File: src/rtl/corrode_bbox.sv
// Per-frame bounding box and white-pixel population of the erosion stage output.
// The box is published once per completed frame, with a one-cycle o_done pulse.
module corrode_bbox #(
    parameter int H_ACT   = 640,
    parameter int V_ACT   = 480,
    parameter int MIN_PIX = 16,
    parameter int CW      = 10
) (
    input  logic          pre_clk,
    input  logic          rst,
    input  logic          i_valid,
    input  logic          i_wb,
    input  logic [CW-1:0] i_cnt_x,
    input  logic [CW-1:0] i_cnt_y,
    output logic [CW-1:0] o_x0,
    output logic [CW-1:0] o_x1,
    output logic [CW-1:0] o_y0,
    output logic [CW-1:0] o_y1,
    output logic [18:0]   o_pix_cnt,
    output logic          o_found,
    output logic          o_done,
    output logic          o_abort,
    output logic [1:0]    dbg_state
);
    localparam logic [1:0] IDLE    = 2'd0;
    localparam logic [1:0] ACCUM   = 2'd1;
    localparam logic [1:0] PUBLISH = 2'd2;

    localparam logic [CW:0]   H_LIM   = (CW+1)'(H_ACT);
    localparam logic [CW:0]   V_LIM   = (CW+1)'(V_ACT);
    localparam logic [CW-1:0] X_LAST  = CW'(H_ACT - 1);
    localparam logic [CW-1:0] Y_LAST  = CW'(V_ACT - 1);
    localparam logic [18:0]   MIN_CNT = 19'(MIN_PIX);

    logic [1:0]    state;
    logic [CW-1:0] min_x, max_x, min_y, max_y;
    logic [18:0]   cnt;

    logic          accepted, at_origin, at_last, clear, update;
    logic [CW-1:0] base_min_x, base_max_x, base_min_y, base_max_y;
    logic [CW-1:0] nxt_min_x, nxt_max_x, nxt_min_y, nxt_max_y;
    logic [18:0]   base_cnt, nxt_cnt;

    assign dbg_state = state;

    // An accepted (0,0) pixel always starts a fresh frame, whatever the state.
    always_comb begin
        accepted  = i_valid && ({1'b0, i_cnt_x} < H_LIM) && ({1'b0, i_cnt_y} < V_LIM);
        at_origin = (i_cnt_x == '0) && (i_cnt_y == '0);
        at_last   = (i_cnt_x == X_LAST) && (i_cnt_y == Y_LAST);
        clear     = accepted && at_origin;
        update    = accepted && (at_origin || state == ACCUM);

        base_min_x = clear ? '1 : min_x;
        base_max_x = clear ? '0 : max_x;
        base_min_y = clear ? '1 : min_y;
        base_max_y = clear ? '0 : max_y;
        base_cnt   = clear ? '0 : cnt;

        nxt_min_x = (i_wb && i_cnt_x < base_min_x) ? i_cnt_x : base_min_x;
        nxt_max_x = (i_wb && i_cnt_x > base_max_x) ? i_cnt_x : base_max_x;
        nxt_min_y = (i_wb && i_cnt_y < base_min_y) ? i_cnt_y : base_min_y;
        nxt_max_y = (i_wb && i_cnt_y > base_max_y) ? i_cnt_y : base_max_y;
        nxt_cnt   = (i_wb && base_cnt != '1) ? base_cnt + 19'd1 : base_cnt;
    end

    always_ff @(posedge pre_clk) begin
        if (rst) begin
            state     <= IDLE;
            min_x     <= '1;
            max_x     <= '0;
            min_y     <= '1;
            max_y     <= '0;
            cnt       <= '0;
            o_x0      <= '0;
            o_x1      <= '0;
            o_y0      <= '0;
            o_y1      <= '0;
            o_pix_cnt <= '0;
            o_found   <= 1'b0;
            o_done    <= 1'b0;
            o_abort   <= 1'b0;
        end else begin
            o_done  <= 1'b0;
            o_abort <= 1'b0;
            if (update) begin
                min_x <= nxt_min_x;
                max_x <= nxt_max_x;
                min_y <= nxt_min_y;
                max_y <= nxt_max_y;
                cnt   <= nxt_cnt;
            end
            case (state)
                IDLE: begin
                    if (clear) state <= ACCUM;
                end
                ACCUM: begin
                    if (clear) o_abort <= 1'b1;
                    else if (accepted && at_last) state <= PUBLISH;
                end
                PUBLISH: begin
                    // Publishes the pre-clear values even if a new frame starts now.
                    o_pix_cnt <= cnt;
                    o_done    <= 1'b1;
                    if (cnt >= MIN_CNT) begin
                        o_found <= 1'b1;
                        o_x0    <= min_x;
                        o_x1    <= max_x;
                        o_y0    <= min_y;
                        o_y1    <= max_y;
                    end else begin
                        o_found <= 1'b0;
                        o_x0    <= '0;
                        o_x1    <= '0;
                        o_y0    <= '0;
                        o_y1    <= '0;
                    end
                    state <= clear ? ACCUM : IDLE;
                end
                default: state <= IDLE;
            endcase
        end
    end
endmodule

File: config.mk
export PLATFORM = sky130hd
export DESIGN_NAME = corrode_bbox
export DESIGN_NICKNAME = d
export VERILOG_FILES = /design/src/rtl/corrode_bbox.sv
export SDC_FILE = /design/constraint.sdc
export NUM_CORES = 1
export LEC_CHECK = 0
export ABC_AREA = 1
export BUFFER_PORTS_ARGS = -buffer_cell sky130_fd_sc_hd__buf_2
export CORE_ASPECT_RATIO = 1.25
export CORE_MARGIN = 5
export CORE_UTILIZATION = 48
export CTS_CLUSTER_DIAMETER = 200
export DETAILED_ROUTE_END_ITERATION = 6
export PLACE_DENSITY = 0.74
export SETUP_SLACK_MARGIN = 0.05
export SKIP_LAST_GASP = 1
export SYNTH_ARGS = -nofsm -noshare
export SYNTH_HDL_FRONTEND = slang
export SYNTH_SLANG_ARGS = --single-unit
File: constraint.sdc
create_clock -name pre_clk -period 4.2 [get_ports pre_clk]
set_input_delay 0.84 -clock pre_clk [delete_from_list [all_inputs] [get_ports pre_clk]]
set_output_delay 0.84 -clock pre_clk [all_outputs]
set_load 0.005 [all_outputs]
==> results of run 1 <==
## state kept, by name, indices dropped and copies added (netlist names)
| signal | count |
|---|---|
| cnt | 19 |
| o_pix_cnt | 19 |
| max_x | 10 |
| max_y | 10 |
| min_x | 10 |
| min_y | 10 |
| o_x0 | 10 |
| o_x1 | 10 |
| o_y0 | 10 |
| o_y1 | 10 |
| dbg_state | 2 |
| o_abort | 1 |
| o_done | 1 |
| o_found | 1 |
## where the power goes
part	switching [uW]	internal, uW
Sequential	0.000119	1170
Combinational	83.0	30.9
Clock	529	977
## routing by layer
layer  vias up  GRT usage  wire length, um
li1       3233          -                -
met1      2916      0.273             7460
met2       174      0.363             8390
met3        34     0.0509              956
met4         0     0.0826              375
met5         -          0                0
## worst max-delay path by stage
| stage | endpoint | slack, ps | depth (start not counted) |
|---|---|---|---|
| 2_1_floorplan | max_x[7]$_SDFFE_PP0P_ | 950 | 19 |
| 4_1_cts | min_x[9]$_SDFFE_PP1P_ | 550 | 16 |
| 5_1_grt | min_y[9]$_SDFFE_PP1P_ | 80 | 16 |
| 3_3_place_gp | min_y[3]$_SDFFE_PP1P_ | 200 | 16 |
| 6_report | max_x[9]$_SDFFE_PP0P_ | 470 | 18 |
| 3_5_place_dp | min_x[9]$_SDFFE_PP1P_ | 120 | 16 |
## through the flow
step                      power [uW]  std cells
after detailed placement        1300       1139
after global routing            2880       1172
after CTS                       2810       1171
after global placement          1300       1139
after floorplan                 1260        929
final                           2790       1172
## cell usage after synthesis (2+ instances only)
cell type / instances / area share
inv_2: 7 / 0.0040
dfxtp_1: 123 / 0.38
nor3_1: 9 / 0.0069
ha_1: 39 / 0.075
nor2_1: 91 / 0.052
a21oi_1: 140 / 0.11
o21ai_1: 7 / 0.0054
a211oi_1: 2 / 0.0023
nor3_2: 2 / 0.0031
clkbuf_1: 38 / 0.022
nand2_1: 195 / 0.11
nand2_4: 3 / 0.0052
nand3_1: 63 / 0.048
nor2_2: 13 / 0.012
o21ai_0: 67 / 0.051
nand3_2: 4 / 0.0061
buf_2: 10 / 0.0077
nand3b_1: 2 / 0.0023
nor4_1: 10 / 0.0096
nand3_4: 4 / 0.011
nand4_1: 16 / 0.015
inv_1: 61 / 0.035
buf_1: 5 / 0.0029
o211ai_1: 5 / 0.0058
## worst max-delay path, delay by kind of cell
| family | cells | cell delay (ps) |
|---|---|---|
| AOI/OAI and AO/OA | 4 | 590 |
| buffers and inverters | 5 | 1100 |
| and+or+nand+nor | 8 | 1300 |
| adders and majority gates | 1 | 180 |
## cells in the final DEF, fill, tap and decap left out, drive strengths merged, types with 11 or more instances in the layout
cell	count
nor2	105
inv	67
buf	95
nor3	11
nand3	71
clkbuf	21
o21ai	74
nand2	199
dfxtp	123
nand4	16
ha	39
a21oi	140
## final cells by class
type                    count  area [um^2]  share of cell area
diodes                      1         2.50            0.000329
clock buffers              21          470              0.0618
clock inverters            11          143              0.0187
inverters                  69          265              0.0349
multi-input cells         681         3560               0.467
flip-flops and latches    123         2460               0.324
well taps                 171          214              0.0281
repair buffers             95          495              0.0651
## cells by family (layout without fill, tap and decap cells)
| family | Yosys count | after routing |
|---|---|---|
| adders and majority gates | 39 | 39 |
| xor gates and xnor gates | 1 | 1 |
| AOI/OAI and AO/OA | 226 | 226 |
| and+or+nand+nor | 415 | 415 |
| buffers and inverters | 125 | 196 |
| DFF | 123 | 123 |
| other | 0 | 1 |
## timing repair
action,CTS,global route
endpoints found under the hold margin,0,0
hold buffers,0,0
resized for setup,0,1
endpoints found under the setup margin,0,4
==> flow_summary.ini, run 1 <==
[status]
status = finished clean

[floorplanning]
initial_core_util = 0.491
chipHeight_um = 140
dieArea_mm2 = 0.0160
io_pins = 88
die_w_um = 114
num_rows = 47
design.core.area_mm2 = 0.0133

[setup_path]
crit_start = i_cnt_y[6]
rr_worst_depth = 11
worstPathCellList = buf_2, nand2_1, nor3_2, nor2_2, nand3_4, clkinv_2, buf_4, nor2_1, ha_1, nor2_1, o21ai_0, o2111ai_1, nand2_1, inv_1, nand2_1, o211ai_1, o211ai_1, inv_1
cp_max_fo = 25
crit_required_ps = 4500
crit_path_frequent_cell = nand2_1
r2r_end = max_x[0]$_SDFFE_PP0P_
reg2reg_from = max_x[9]$_SDFFE_PP0P_
worstSetupStartpointType = input port
cp-end-kind = flip-flop
slowest_stage = clkinv_2
crit_arrival_ps = 4040
critPathMaxStageDelay_ps = 400
regToRegSetupSlack_ps = 1660
critPathKind = in -> reg

[global_routing]
antenna_found_initial = 1
grt_pass1_vias = 5873
grt_usage = 0.218
grt_max_degree = 95
gr-total-overflow = 0
grt_pass1_wl_um = 28700

[power_and_ir_drop]
vdd.ir_drop.worst_mv = 0.279
p_per_area_mw_per_mm2 = 366
p_leak_uw = 0.00325

[synthesis]
synth_area_per_cell_um2 = 7.02
synth_xor_area_frac = 0.00134
synth_warnings = 0
synth_cell_type_count = 37
synthAdderAreaFrac = 0.0748
synth_top_family_by_area = simple AND/OR/NAND/NOR gates
synth_cells = 929
netlist_area_mm2 = 0.00652
synth_seq_cells = 123
synthMuxAreaShare = 0
synth_compound_area_frac = 0.178
synth-simple-area-share = 0.289
syn_nets = 992
synth-edff-count = 0
yosysSeqAreaShare = 0.377
async_flop_share = 0
ys.flop_type = dfxtp_1

[routing]
vias = 6357
wl_um = 17200
post_drt_wl_per_cell_um = 14.7
dr.first_iter.drc_count = 420
drtAntennaViolNets = 0
dr.pass1.iters = 5
drcViolationCount = 0
via_per_inst = 5.42

[cells_and_area]
finalInstanceArea_mm2 = 0.00761
nFillCells = 1306
postLayoutCoreUtil = 0.572
finalNetCount = 1050
final_layout_size_suffix_gt1_frac = 0.164
syn_to_final_growth_pct = 16.6

[timing]
rsz0062_at_grt = false
finalMaxSlewViolations = 0
setup_tns_ps = 0
hold_viol = 0
min_period_over_period = 0.889
slew_headroom = 0.318
worst_pin_slew_ps = 1020
max_freq_mhz = 268
setup_violations = 0
period_needed_ps = 3730
worst_hold_slack_ps = 460
clock_skew_ps = 10.3
setup_ws_ps = 466

[clock_network]
cts.sinks = 123
cts-buffers-inserted = 17
postCtsSetupBuffers = 0
h-tree-depth = 4
clk_latency_ps = 420
cts_tree = yes
cts.clk_slew.worst_paths_ps = 60
cts_buffer_depth = 2
cts-root-buf = clkbuf_16

[place]
dpl_cell_area_mm2 = 0.00699
hpwl_um = 11200
gp_congestion = 0.849
io_buffers = 87
place_ws_ps = 122

[min_path]
min_path_cells = 2
holdPathEnd = o_y1[2]$_SDFFE_PP0P_
min-delay-start = o_y1[2]$_SDFFE_PP0P_
min_path_type = reg -> reg

[run]
cap_violations = 0
No activity file was read; power rests on OpenSTA's default activity.
==> run 2, diff against run 1 <==
--- a/config.mk
+++ b/config.mk
@@ -14,3 +14,5 @@
 export DETAILED_ROUTE_END_ITERATION = 6
+export HOLD_SLACK_MARGIN = 0.08
 export PLACE_DENSITY = 0.74
+export RECOVER_POWER = 100
 export SETUP_SLACK_MARGIN = 0.05
==> constraint.sdc (replaced) <==
create_clock -name pre_clk -period 4.2 [get_ports pre_clk]
set_input_delay 0.21 -clock pre_clk [delete_from_list [all_inputs] [get_ports pre_clk]]
set_output_delay 0.21 -clock pre_clk [all_outputs]
set_load 0.005 [all_outputs]
==> run 2 against run 1 <==
The flow now finishes with violations (capacitance limit, slew limit). Largest cell class unchanged. Non-clock buffer count down 2. Critical path type unchanged. Largest power group unchanged. Maximum frequency down 0.13%. Clock-buffer cell count down 2.
==> flow_summary.ini, run 2 (synthesis results as in run 1) <==
[cells_and_area]
antenna_cells = 0
final_cell_mix = 196 x nand2_1, 140 x a21oi_1, 123 x dfxtp_1
finalNetCount = 1048
final_common_cell = nand2_1
finalInstanceArea_mm2 = 0.00745
largest_registers = cnt: 19 flops, o_pix_cnt: 19 flops
syn_to_final_growth_pct = 14.2
nFillCells = 1307
postLayoutCoreUtil = 0.561
final_layout_size_suffix_gt1_frac = 0.113

[routing]
vias = 6266
wl_um = 16600
dr.pass1.iters = 5
via_per_inst = 5.36
drtAntennaViolNets = 0
dr.first_iter.drc_count = 418
wl_met2_um = 7990
route.layer.met1.wl_um = 7310
post_drt_wl_per_cell_um = 14.2
top_layer_used = met4
route.met3.wl_um = 829
drcViolationCount = 0

[timing]
hold_viol = 0
setup_tns_ps = 0
clock_skew_ps = 6.76
min_period_over_period = 0.890
max_freq_mhz = 267
slew_headroom = -0.310
period_needed_ps = 3740
worst_pin_slew_ps = 1960
finalMaxSlewViolations = 32
rsz0062_at_grt = false
setup_ws_ps = 461
setup_violations = 0

[status]
status = finished with violations
violations = capacitance limit, slew limit

[clock_network]
cts.clk_slew.worst_paths_ps = 60
cts_resized = 0
clk_latency_ps = 410
h-tree-depth = 4
cts-buffers-inserted = 17
cts.sinks = 123
cts-root-buf = clkbuf_16
cts_tree = yes
cts_buffer_depth = 2

[global_routing]
grt_max_degree = 95
antenna_found_initial = 0
grt_pass1_wl_um = 28200
grt_usage = 0.214
grt_pass1_vias = 5892
gr-total-overflow = 0

[run]
cap_violations = 1

[power_and_ir_drop]
p_leak_uw = 0.00302
vdd.ir_drop.worst_mv = 0.244
p_per_area_mw_per_mm2 = 362
power_uw = 2700

[floorplanning]
io_pins = 88
chipHeight_um = 140
design.core.area_mm2 = 0.0133
initial_core_util = 0.491
die_w_um = 114
num_rows = 47
dieArea_mm2 = 0.0160

[place]
place_ws_ps = 780
io_buffers = 87
hpwl_um = 11200
gp_congestion = 0.863
dpl_cell_area_mm2 = 0.00697

[setup_path]
crit_start = i_cnt_y[0]
critPathKind = in -> reg
worstSetupStartpointType = input port
cp_max_fo = 31
cp-end-kind = flip-flop
reg2reg_from = dbg_state[1]$_SDFFE_PP0P_
crit_arrival_ps = 4080
rr_worst_depth = 5
crit_required_ps = 4540

[min_path]
min_path_type = in -> reg
min-delay-start = i_cnt_x[5]
min_path_cells = 3
[run 2: per-layer routing]
layer	track usage	vias up
met5	0	-
met4	0.0907	0
met3	0.0440	38
met2	0.345	167
met1	0.276	2827
li1	-	3234
[run 2: power by group]
part / internal [uW] / switching, uW / total (uW)
logic: 31.2 / 82.3 / 114
clock network: 896 / 521 / 1420
registers: 1170 / 0.000108 / 1170
total: 2090 / 603 / 2700
[run 2: cell type report]
| type | instances | area [um^2] | share of cell area |
|---|---|---|---|
| multi-input cells | 681 | 3510 | 0.471 |
| flip-flops and latches | 123 | 2460 | 0.331 |
| clock buffers | 19 | 453 | 0.0608 |
| repair buffers | 93 | 429 | 0.0576 |
| inverters | 69 | 260 | 0.0349 |
| well taps | 171 | 214 | 0.0287 |
| clock inverters | 12 | 123 | 0.0165 |
[run 2: worst paths after layout]
path	endpoint	slack, ps
setup / recovery	cnt[14]$_SDFFE_PP0P_	460
hold / removal	min_x[5]$_SDFFE_PP1P_	120
setup reg to reg	o_y1[1]$_SDFFE_PP0P_	900
hold reg to reg	o_x1[6]$_SDFFE_PP0P_	460
[run 2: what timing repair did]
| action | CTS | global route |
|---|---|---|
| endpoints found under the hold margin | 1 | 0 |
| setup buffers | 0 | 0 |
| hold buffers | 1 | 0 |
[run 2: critical path: stages]
cell	delay, ps
dlygate4sd3_1	530
clkbuf_1	150
inv_1	150
nand2_1	70
nor2_1	100
nand2_1	70
nor2_2	130
nand3_4	160
inv_2	500
nor2_1	140
ha_1	280
nand2_1	70
nand3b_1	190
nor2_1	90
nand2_1	170
clkinvlp_2	120
nand3_1	350
nand3_1	230
o21ai_0	220
nand2_1	70
nor2_1	70
[run 2: through the flow]
step | cells | hold slack (ps)
floorplan | 929 | 351
global placement | 1136 | 450
detailed placement | 1136 | 454
CTS | 1168 | 100
global route | 1168 | 125
finish | 1168 | 118
==> run 3, diff against run 2 <==
- CORE_ASPECT_RATIO: 1.25 -> 1.4
==> run 3 against run 2 <==
The run still ends with capacitance limit, slew limit left. Cell area increased by 0.74%. Combinational power barely moved. Cell count grew 1.1%. Critical path depth unchanged. Wire length rose by 1.6%. Largest power group unchanged. Highest routed layer unchanged. Critical endpoint is now cnt[7]$_SDFFE_PP0P_.
==> flow_summary.ini, run 3 (synthesis results as in run 1) <==
[status]
status = finished with violations
violations = capacitance limit, slew limit

[place]
io_buffers = 87
dpl.cell_count = 1147
gp_congestion = 0.864
hpwl_um = 11100

[setup_path]
worstSetupStartpointType = input port
cp_max_fo = 31
r2r_end = o_x0[1]$_SDFFE_PP0P_
critPathKind = in -> reg
cp-end-kind = flip-flop
reg2reg_from = dbg_state[1]$_SDFFE_PP0P_
crit_arrival_ps = 3920
regToRegSetupSlack_ps = 960
crit_required_ps = 4470
rr_worst_depth = 5

[timing]
rsz0062_at_grt = false
slew_headroom = -0.913
max_freq_mhz = 274
setup_tns_ps = 0
setup_violations = 0
hold_viol = 0
worst_pin_slew_ps = 2870
finalMaxSlewViolations = 123
period_needed_ps = 3650
min_period_over_period = 0.869
clock_skew_ps = 6.44

[min_path]
holdPathEnd = min_x[4]$_SDFFE_PP1P_
min_path_cells = 3
min-delay-start = i_cnt_x[4]
min_path_type = in -> reg

[power_and_ir_drop]
power_uw = 2740
p_per_area_mw_per_mm2 = 365
vdd.ir_drop.worst_mv = 0.247
p_leak_uw = 0.00302

[clock_network]
cts.sinks = 123
cts_tree = yes
cts_buffer_depth = 2
cts.clk_slew.worst_paths_ps = 60
cts-buffers-inserted = 17
cts-root-buf = clkbuf_16
postCtsSetupBuffers = 0
clk_latency_ps = 420
h-tree-depth = 4

[cells_and_area]
nFillCells = 1339
final_cell_mix = 196 x nand2_1, 140 x a21oi_1, 123 x dfxtp_1
stdcell_count = 1181
largest_registers = cnt: 19 flops, o_pix_cnt: 19 flops
postLayoutCoreUtil = 0.561
antenna_cells = 0
final_layout_size_suffix_gt1_frac = 0.114
syn_to_final_growth_pct = 15.0
finalNetCount = 1049
final_common_cell = nand2_1

[floorplanning]
chipHeight_um = 148
initial_core_util = 0.487
die_w_um = 109
design.core.area_mm2 = 0.0134
num_rows = 50
io_pins = 88
dieArea_mm2 = 0.0161

[routing]
wl_um = 16800
drtAntennaViolNets = 0
dr.pass1.iters = 5
drcViolationCount = 0
post_drt_wl_per_cell_um = 14.3
via_per_inst = 5.33
dr.first_iter.drc_count = 378
vias = 6297

[global_routing]
grt_pass1_wl_um = 28700
grt_pass1_vias = 6092
antenna_found_initial = 0
gr-total-overflow = 0
grt_max_degree = 95
grt_usage = 0.220

[run]
cap_violations = 2
-- run 3: layout make-up --
type / count / area (um^2) / share of cell area
multi-input combinational: 681 / 3520 / 0.469
sequential: 123 / 2460 / 0.328
clock buffer: 19 / 453 / 0.0604
timing repair buffer: 94 / 440 / 0.0587
inverter: 69 / 260 / 0.0347
tap: 182 / 228 / 0.0303
clock inverter: 13 / 143 / 0.0190
-- run 3: worst max-delay path by stage --
stage / depth (start not counted) / end / from
after detailed placement: 16 / min_y[9]$_SDFFE_PP1P_ / i_cnt_y[9]
after global placement: 16 / min_y[9]$_SDFFE_PP1P_ / i_cnt_y[9]
after CTS: 19 / min_x[3]$_SDFFE_PP1P_ / i_cnt_y[0]
after global routing: 19 / min_y[9]$_SDFFE_PP1P_ / i_cnt_y[0]
final: 21 / cnt[7]$_SDFFE_PP0P_ / i_cnt_y[0]
after floorplan: 19 / max_x[7]$_SDFFE_PP0P_ / i_cnt_y[6]
-- run 3: critical path, stage by stage --
cell and delay, ps:
dlygate4sd3_1 530, clkbuf_1 160, inv_1 120, nand2_1 90, nor2_1 40, nand2_1 50
nor2_1 60, nand3_4 160, inv_2 270, nor2_1 250, ha_1 250, nand2_1 60
nand3b_1 230, nor2_1 200, nand2_1 180, nor2_1 260, nand3_1 390, nand3_1 160
o21ai_0 100, nand2_1 80, nor2_1 40
-- run 3: where the power goes --
group | switching [uW] | internal, uW | leakage (uW) | total [uW]
Sequential | 0.000112 | 1170 | 0.000991 | 1170
Clock | 555 | 907 | 0.000278 | 1460
Combinational | 81.8 | 31.6 | 0.00176 | 113
Total | 637 | 2110 | 0.00302 | 2740
-- run 3: repair_timing --
item,4_1_cts,5_1_grt
endpoints found under the hold margin,2,0
hold buffers,2,0
resized for setup,0,0
endpoints found under the setup margin,0,0
-- run 3: per-layer routing --
metal	part of all wire	track usage	vias to the layer above
met5	0	0	-
met2	0.49	0.372	149
met3	0.044	0.0463	30
li1	-	-	3242
met1	0.44	0.269	2876
met4	0.025	0.0935	0
-- run 3: metrics by stage --
stage / hold WS (ps) / setup slack, ps / area [um^2]
floorplan: 351 / 1580 / 6520
global placement: 450 / 892 / 6980
detailed placement: 452 / 811 / 6980
CTS: 93.0 / 742 / 7600
global route: 117 / 163 / 7500
finish: 103 / 551 / 7500
